<file path="config.mk">
export PLATFORM = sky130hd
export DESIGN_NAME = coin_payer
export DESIGN_NICKNAME = d
export VERILOG_FILES = /design/src/rtl/coin_payer_pkg.sv /design/src/rtl/coin_payer_coin_seq_rom.sv /design/src/rtl/coin_payer.sv
export SDC_FILE = /design/constraint.sdc
export NUM_CORES = 1
export LEC_CHECK = 0
export BUFFER_PORTS_ARGS = -buffer_cell sky130_fd_sc_hd__buf_4
export CORE_UTILIZATION = 50
export CTS_BUF_LIST = sky130_fd_sc_hd__clkbuf_4 sky130_fd_sc_hd__clkbuf_8
export DETAILED_ROUTE_END_ITERATION = 8
export PLACE_DENSITY = 0.76
export SYNTH_ARGS = -nofsm -noshare
export SYNTH_HDL_FRONTEND = slang
export SYNTH_SLANG_ARGS = --single-unit
</file>
<file path="constraint.sdc">
create_clock -name sys_clk -period 2.3 [get_ports sys_clk]
set_input_delay 0.115 -clock sys_clk [delete_from_list [all_inputs] [get_ports sys_clk]]
set_output_delay 0.115 -clock sys_clk [all_outputs]
set_load 0.01 [all_outputs]
</file>
<file path="src/rtl/coin_payer_pkg.sv">
// Shared encodings for the coin payer: FSM states, payment modes, coin types.
package coin_payer_pkg;

    // One-hot FSM state encoding.
    typedef enum logic [4:0] {
        ST_IDLE      = 5'b00001,
        ST_COIN      = 5'b00010,
        ST_GAP       = 5'b00100,
        ST_WAIT_RESP = 5'b01000,
        ST_DONE      = 5'b10000
    } state_e;

    // Payment patterns (price 2.5 units).
    typedef enum logic [1:0] {
        MODE_HHHHH = 2'b00,  // H,H,H,H,H
        MODE_OOH   = 2'b01,  // O,O,H
        MODE_OOO   = 2'b10,  // O,O,O -> half-unit change expected
        MODE_HOO   = 2'b11   // H,O,O
    } pay_mode_e;

    // Coin type driven in a COIN cycle.
    typedef enum logic {
        COIN_HALF = 1'b0,
        COIN_ONE  = 1'b1
    } coin_e;

    // Coin index width (up to five coins per purchase).
    localparam int unsigned IDX_W = 3;

endpackage

</file>
<file path="src/rtl/coin_payer_coin_seq_rom.sv">
// Coin sequence table: (mode, index) -> coin type, last-coin flag, change expected.
module coin_seq_rom
    import coin_payer_pkg::*;
(
    input  pay_mode_e        mode_i,
    input  logic [IDX_W-1:0] idx_i,
    output coin_e            coin_o,
    output logic             last_o,
    output logic             exp_change_o
);

    // Pure lookup of the payment pattern.
    always_comb begin
        coin_o       = COIN_HALF;
        last_o       = 1'b0;
        exp_change_o = 1'b0;
        case (mode_i)
            MODE_HHHHH: begin
                coin_o = COIN_HALF;
                last_o = (idx_i == 3'd4);
            end
            MODE_OOH: begin
                coin_o = (idx_i < 3'd2) ? COIN_ONE : COIN_HALF;
                last_o = (idx_i == 3'd2);
            end
            MODE_OOO: begin
                coin_o       = COIN_ONE;
                last_o       = (idx_i == 3'd2);
                exp_change_o = 1'b1;
            end
            MODE_HOO: begin
                coin_o = (idx_i == 3'd0) ? COIN_HALF : COIN_ONE;
                last_o = (idx_i == 3'd2);
            end
            default: begin
                coin_o = COIN_HALF;
                last_o = 1'b1;
            end
        endcase
    end

endmodule

</file>
<file path="src/rtl/coin_payer.sv">
// Coin payer: feeds a 2.5-unit coin pattern to a vending machine and reports the outcome.
module coin_payer
    import coin_payer_pkg::*;
#(
    parameter int unsigned COIN_GAP     = 4,
    parameter int unsigned RESP_TIMEOUT = 8
) (
    input  logic       sys_clk,
    input  logic       sys_rst_n,
    input  logic       pay_start,
    input  logic [1:0] pay_mode,
    input  logic       pi_cola,
    input  logic       pi_change,
    output logic       po_money_one,
    output logic       po_money_half,
    output logic       busy,
    output logic       done,
    output logic       cola_ok,
    output logic       change_ok,
    output logic       err_timeout
);

    localparam logic [3:0] GAP_LAST  = 4'(COIN_GAP - 1);
    localparam logic [7:0] RESP_LAST = 8'(RESP_TIMEOUT - 1);

    state_e           state_q, state_d;
    pay_mode_e        mode_q, mode_d;
    logic [IDX_W-1:0] idx_q, idx_d;
    logic [3:0]       gap_q, gap_d;
    logic [7:0]       tmo_q, tmo_d;
    logic             cola_ok_q, cola_ok_d;
    logic             change_ok_q, change_ok_d;
    logic             err_q, err_d;
    logic             one_q, one_d;
    logic             half_q, half_d;
    logic             busy_q, busy_d;
    logic             done_q, done_d;
    logic             last_q, exp_q;

    coin_e            rom_coin;
    logic             rom_last;
    logic             rom_exp;

    // The table is addressed with next-state mode/index so every output can be a flop;
    // last_q/exp_q therefore always describe the coin held in mode_q/idx_q.
    coin_seq_rom u_rom (
        .mode_i       (mode_d),
        .idx_i        (idx_d),
        .coin_o       (rom_coin),
        .last_o       (rom_last),
        .exp_change_o (rom_exp)
    );

    // State, counters and registered outputs.
    always_ff @(posedge sys_clk or negedge sys_rst_n) begin
        if (!sys_rst_n) begin
            state_q     <= ST_IDLE;
            mode_q      <= MODE_HHHHH;
            idx_q       <= '0;
            gap_q       <= '0;
            tmo_q       <= '0;
            cola_ok_q   <= 1'b0;
            change_ok_q <= 1'b0;
            err_q       <= 1'b0;
            one_q       <= 1'b0;
            half_q      <= 1'b0;
            busy_q      <= 1'b0;
            done_q      <= 1'b0;
            last_q      <= 1'b0;
            exp_q       <= 1'b0;
        end else begin
            state_q     <= state_d;
            mode_q      <= mode_d;
            idx_q       <= idx_d;
            gap_q       <= gap_d;
            tmo_q       <= tmo_d;
            cola_ok_q   <= cola_ok_d;
            change_ok_q <= change_ok_d;
            err_q       <= err_d;
            one_q       <= one_d;
            half_q      <= half_d;
            busy_q      <= busy_d;
            done_q      <= done_d;
            last_q      <= rom_last;
            exp_q       <= rom_exp;
        end
    end

    // Next-state logic and next values of the registered outputs.
    always_comb begin
        state_d     = state_q;
        mode_d      = mode_q;
        idx_d       = idx_q;
        gap_d       = gap_q;
        tmo_d       = tmo_q;
        cola_ok_d   = cola_ok_q;
        change_ok_d = change_ok_q;
        err_d       = err_q;

        case (state_q)
            ST_IDLE: begin
                if (pay_start) begin
                    mode_d      = pay_mode_e'(pay_mode);
                    cola_ok_d   = 1'b0;
                    change_ok_d = 1'b0;
                    err_d       = 1'b0;
                    idx_d       = '0;
                    state_d     = ST_COIN;
                end
            end
            ST_COIN: begin
                if (last_q) begin
                    tmo_d   = '0;
                    state_d = ST_WAIT_RESP;
                end else begin
                    idx_d = idx_q + 3'd1;
                    if (COIN_GAP == 0) begin
                        state_d = ST_COIN;
                    end else begin
                        gap_d   = '0;
                        state_d = ST_GAP;
                    end
                end
            end
            ST_GAP: begin
                if (gap_q == GAP_LAST) begin
                    state_d = ST_COIN;
                end else begin
                    gap_d = gap_q + 4'd1;
                end
            end
            ST_WAIT_RESP: begin
                if (pi_cola) begin
                    cola_ok_d   = 1'b1;
                    change_ok_d = (pi_change == exp_q);
                    state_d     = ST_DONE;
                end else if (tmo_q == RESP_LAST) begin
                    err_d       = 1'b1;
                    cola_ok_d   = 1'b0;
                    change_ok_d = 1'b0;
                    state_d     = ST_DONE;
                end else begin
                    tmo_d = tmo_q + 8'd1;
                end
            end
            ST_DONE: begin
                state_d = ST_IDLE;
            end
            default: begin
                state_d = ST_IDLE;
            end
        endcase

        one_d  = (state_d == ST_COIN) && (rom_coin == COIN_ONE);
        half_d = (state_d == ST_COIN) && (rom_coin == COIN_HALF);
        busy_d = (state_d != ST_IDLE);
        done_d = (state_d == ST_DONE);
    end

    assign po_money_one  = one_q;
    assign po_money_half = half_q;
    assign busy          = busy_q;
    assign done          = done_q;
    assign cola_ok       = cola_ok_q;
    assign change_ok     = change_ok_q;
    assign err_timeout   = err_q;

endmodule

</file>
* Word level (Yosys, flattened, before mapping)
Index checks and enable logic that the tools add are counted.
** Word-level totals
- Register bits after elaboration :: 31
- Output and inout port bits :: 7
- Memory bits (writable) :: 0
- Latch bits :: 0
- Memories :: 0
- Logic and storage cells :: 86
- Bits in read-only memories :: 0
** Cells by class
- Shift-type cells :: 0
- Multiplexer cells :: 32
- Magnitude comparators :: 1
- Bitwise operators :: 1
- Equal/unequal tests :: 23
- Add/sub/neg operators :: 3
- Multipliers :: 0
- Reductions and logical operators :: 12
- Div/mod/pow operators :: 0
** Operators with widths (count)
- $mux W8 :: 3
- $mux W5 :: 4
- $pmux W5 S4 :: 1
- $pmux W8 S2 :: 1
- $ne A2 B2 Y1 const B :: 7
- $mux W4 :: 3
- $eq A5 B2 Y1 const B :: 2
- $mux W1 :: 9
- $add A8 B1 Y8 const B :: 1
- $eq A8 B3 Y1 const B :: 1
- $pmux W1 S2 :: 4
- $pmux W4 S2 :: 1
- $reduce_and A4 Y1 :: 2
- $mux W3 :: 2
- $pmux W3 S2 :: 1
- $reduce_and A3 Y1 :: 2
- $reduce_bool A2 Y1 :: 3
- $eq A5 B1 Y1 const B :: 1
- $eq A5 B3 Y1 const B :: 1
- $eq A5 B4 Y1 const B :: 1
- $eq A5 B5 Y1 const B :: 1
- $ne A5 B1 Y1 const B :: 1
- $add A4 B1 Y4 const B :: 1
- $eq A2 B2 Y1 const B :: 2
- 15 further kinds :: 17

* Depth between registers and ports, before layout
- Word-level depth :: 8
- Depth in mapped cells :: 8
- Gate-level depth less buffers :: 7

* Modules after synthesis
A second synthesis with hierarchy kept.
** Unflattened totals
- Cell total of the unflattened synthesis :: 145
- Area total of the unflattened synthesis :: 1492.7 um2
** Modules (own cells, without submodules)
- coin_payer :: cells each 136, seq. area each 777.0 um2, area an instance 1441.4 um2, times used 1
- coin_seq_rom :: cells each 9, seq. area each 0.0 um2, area an instance 51.3 um2, times used 1

* Worst setup path before layout
OpenSTA, ideal clock, no wires.
- Path type :: register -> register
- Start point :: register state_q[1]
- End point :: register tmo_q[2]
- Cell stages (with the launch flop) :: 9
- Data arrival time :: 2.158 ns
- Slack :: 0.064 ns
- Data required time :: 2.223 ns
- Path through :: dfrtp_1 > or3_1 > clkbuf_2 > or2_1 > buf_2 > or3_1 > buf_2 > or3_1 > a21oi_1
** On the way
- Cells in the longest elaborated chain, start to end :: 3
- Elaborated cells on any way between the ends :: 8
- Classes of those cells :: eq/ne (5); mux (1); reduce/logical (2)
** RTL lines
- start, declared :: line coin_payer.sv:26 : state_e state_q, state_d;
- start signal, assigned :: line coin_payer.sv:72 : state_q <= state_d;
- $eq A5 B4 Y1 / $eq A5 B2 Y1 (equally long branches) :: line coin_payer.sv:100 : case (state_q)
- $ne A2 B2 Y1 (no line) / $reduce_bool A2 Y1 (equally long branches)
- $reduce_and A4 Y1 (no line)
- end signal, assigned :: line coin_payer.sv:76 : tmo_q <= tmo_d;
- end, declared :: line coin_payer.sv:30 : logic [7:0] tmo_q, tmo_d;
Parallel ways exist; a longest one is shown, timed or not.
A chain may end at the register's enable or synchronous reset.

* Final worst setup path
Same ends and word-level chain as after synthesis.

==> results_dict.tcl <==
set metrics [dict create \
    status "finished, final reports clean" \
    synth_top_area_frac 0.487 \
    cts_tree "done" \
    max_slew_margin 0.639 \
    drc 0 \
    port_buffers 13 \
    placed_cell_area_um2 1680 \
    dp_worst_setup_slack_ns 0.0716 \
    start_util 0.545 \
    die_w_um 57.5 \
    slew_violations 0 \
    syn_inst 159 \
    cap_violations 0 \
    clk-insertion-delay-late_ns 0.33 \
    vias 1239 \
    start_kind "flip-flop" \
    power.density_nw_per_um2 1080 \
    drtIter0Drc 42 \
    synthFlopType "dfrtp_1" \
    netlist_area_um2 1540 \
    hold_depth 3 \
    worstMarginPinSlew_ns 0.537 \
    path_depth 6 \
    numCtsBuffers 5 \
    synth_cell_type_count 43 \
    area_delta_synth_final_pct 13.7 \
    antenna_cells 0 \
    rsz0062_at_grt "no" \
    path_cells "or3_4 -> or2_1 -> or3_1 -> buf_4 -> o21ai_0 -> a21oi_1" \
    dr.pass1.iters 5 \
    intPower_mw 1.20 \
    end_kind "flip-flop" \
    post_route_cells_drive_above_1_share 0.191 \
    gp_congestion 0.770 \
    synth_area_leaders "dfrtp_1 49%, nor2_1 4.1%, nand2_1 3.7%" \
    ir_drop_v 0.000516 \
    path_clk_slew_ns 0.10 \
    clock_skew_ns 0.00926 \
    grt_pass1_vias 1216 \
    critPathTopFamily "simple AND/OR/NAND/NOR gates" \
    ant_nets 0 \
    setup_viol_count_final 0 \
    routed_via_density 5.93 \
    fill_cells 232 \
    fin_tns_setup_ns 0 \
    clkSinkCount 31 \
    worstRegToRegCells 6 \
    grt.total_usage 0.214 \
    fp.dieH_um 57.5 \
    combPwrFrac 0.354 \
    fin_nets 188 \
    p_leak_nw 0.859 \
    dp_hpwl_um 2170 \
    yosys.area.top_type "dfrtp_1" \
    cpMaxStageDelayCell "dfrtp_1" \
    postSynthAreaPerCell_um2 9.69 \
    fmax_ghz 0.453 \
    core_um2 2830 \
    htreeDepth 2 \
    yosysWarnings 0 \
    antenna_found_initial 0 \
    period_share 0.960 \
    cts_root_buf "clkbuf_4" \
    seqPwrFrac 0.475 \
    die_area_um2 3310 \
    synth_fp_nets 169 \
    cp.arrival_ns 2.42 \
    synth_edf_count 0 \
    grt_pass1_wl_um 5290 \
    ys_async_sr_fraction 1.00 \
    post-route-min-period_ns 2.21 \
    hold_class "in -> reg" \
    swShare 0.369 \
    required_ns 2.51 \
    grt_max_degree 32 \
    finalHoldViolCount 0 \
    pin_count 14 \
    stdcell_area_um2 1750 \
    routedWlPerCell_um 14.4 \
    crit_buf_inv 1 \
    path_class "reg -> reg" \
    cts_buffer_depth 2 \
    critPathMaxStageDelay_ns 0.47 \
    rows 19 \
    overflow 0 \
    ys_seq_area_frac 0.504 \
    reg2reg_slack_ns 0.09 \
    setup_ws_ns 0.0914 \
    clkPwrFrac 0.171 \
    synth_seq_cells 31 \
    path_max_fanout 8 \
    netSwitchingPower_mw 0.699 \
    power_mw 1.90 \
    totalWireLength_um 3020 \
]
==> synthesized netlist by cell type (all sizes together) (2+ instances only) <==
library cell	n
xor2	3
nand3b	3
nor3	3
nand2	15
xnor2	2
or2	2
clkbuf	3
nor4	4
a31o	4
dfrtp	30
o21ai	10
nand3	7
or3	6
nor2b	2
and3	5
ha	3
nor2	17
a21oi	8
nand4	3
mux2i	4
inv	5
buf	3
==> through the flow <==
stage | cells | hold slack (ns) | utilization
final | 209 | 0.0737 | 0.620
after global routing | 209 | 0.0677 | 0.620
after floorplan | 159 | -0.181 | -
after global placement | 201 | 0.0635 | 0.594
after detailed placement | 201 | 0.0689 | 0.594
after CTS | 209 | 0.0546 | 0.618
==> sequential cells by signal, indices dropped and copies added (netlist names), 2 cells and up <==
register  count
state_q       5
gap_q         4
mode_q        2
idx_q         3
tmo_q         8
==> power by group through the flow <==
stage | Sequential (mW) | Combinational [mW] | Clock (mW)
detailed placement | 0.904 | 0.659 | 0
finish | 0.900 | 0.671 | 0.324
global placement | 0.892 | 0.627 | 0
global route | 0.927 | 0.758 | 0.358
CTS | 0.894 | 0.664 | 0.336
floorplan | 0.865 | 0.494 | 0
==> layout make-up <==
type                            count  area, um^2  share of cell area
Clock inverter                      1        5.00             0.00286
Clock buffer                        6        51.3              0.0293
Inverter                            5        18.8              0.0107
Timing Repair Buffer               18         138              0.0785
Sequential cell                    31         777               0.443
Multi-Input combinational cell    117         724               0.413
Tap cell                           31        38.8              0.0221
==> timing repair <==
item,in CTS,in global routing
endpoints found under the setup margin,0,2
hold buffers,1,0
hold endpoints to repair,30,0
setup buffers,0,0
gates resized for setup,0,1
==> logic make-up after synthesis <==
kind of cell    after synthesis  synth area share
fa+ha+maj                     3            0.0244
xor+xnor                      5            0.0284
mux                           5            0.0333
flops                        31             0.504
compound gates               29             0.120
buf+inv                      11            0.0292
simple gates                 75             0.261
==> per-layer routing <==
metal,share of wire,global-route usage
met4,0.029,0.101
met5,0,0
met2,0.46,0.337
met3,0.035,0.0544
met1,0.48,0.275
==> path summary, 6_finish.rpt <==
path / from / to
worst min register to register: cola_ok$_DFFE_PN0P_ / cola_ok$_DFFE_PN0P_
worst max-delay path: state_q[1]$_DFF_PN0_ / tmo_q[2]$_DFFE_PN0P_
worst max register to register: state_q[1]$_DFF_PN0_ / tmo_q[2]$_DFFE_PN0P_
worst min-delay path: pi_cola / state_q[4]$_DFF_PN0_
min in group asynchronous: sys_rst_n / tmo_q[2]$_DFFE_PN0P_
max in group asynchronous: sys_rst_n / state_q[0]$_DFF_PN1_
==> tightest hold or removal path, cell delays in order <==
cell and delay [ns]:
buf_4 0.11, nor2_1 0.05, nor2_1 0.08
==> cells in the final DEF, fill, tap and decap left out, types with 2 or more instances in the layout <==
| master | n |
|---|---|
| a21oi_1 | 8 |
| a31o_2 | 4 |
| and3_1 | 5 |
| buf_4 | 17 |
| clkbuf_4 | 5 |
| dfrtp_1 | 30 |
| ha_1 | 3 |
| inv_1 | 5 |
| mux2i_1 | 4 |
| nand2_1 | 15 |
| nand3_1 | 7 |
| nand3b_1 | 3 |
| nand4_1 | 3 |
| nor2_1 | 17 |
| nor2b_1 | 2 |
| nor3_1 | 3 |
| nor4_1 | 3 |
| o21ai_0 | 10 |
| or3_1 | 5 |
| xnor2_1 | 2 |
| xor2_1 | 3 |
Note: power is estimated with default switching activity, not from simulation.
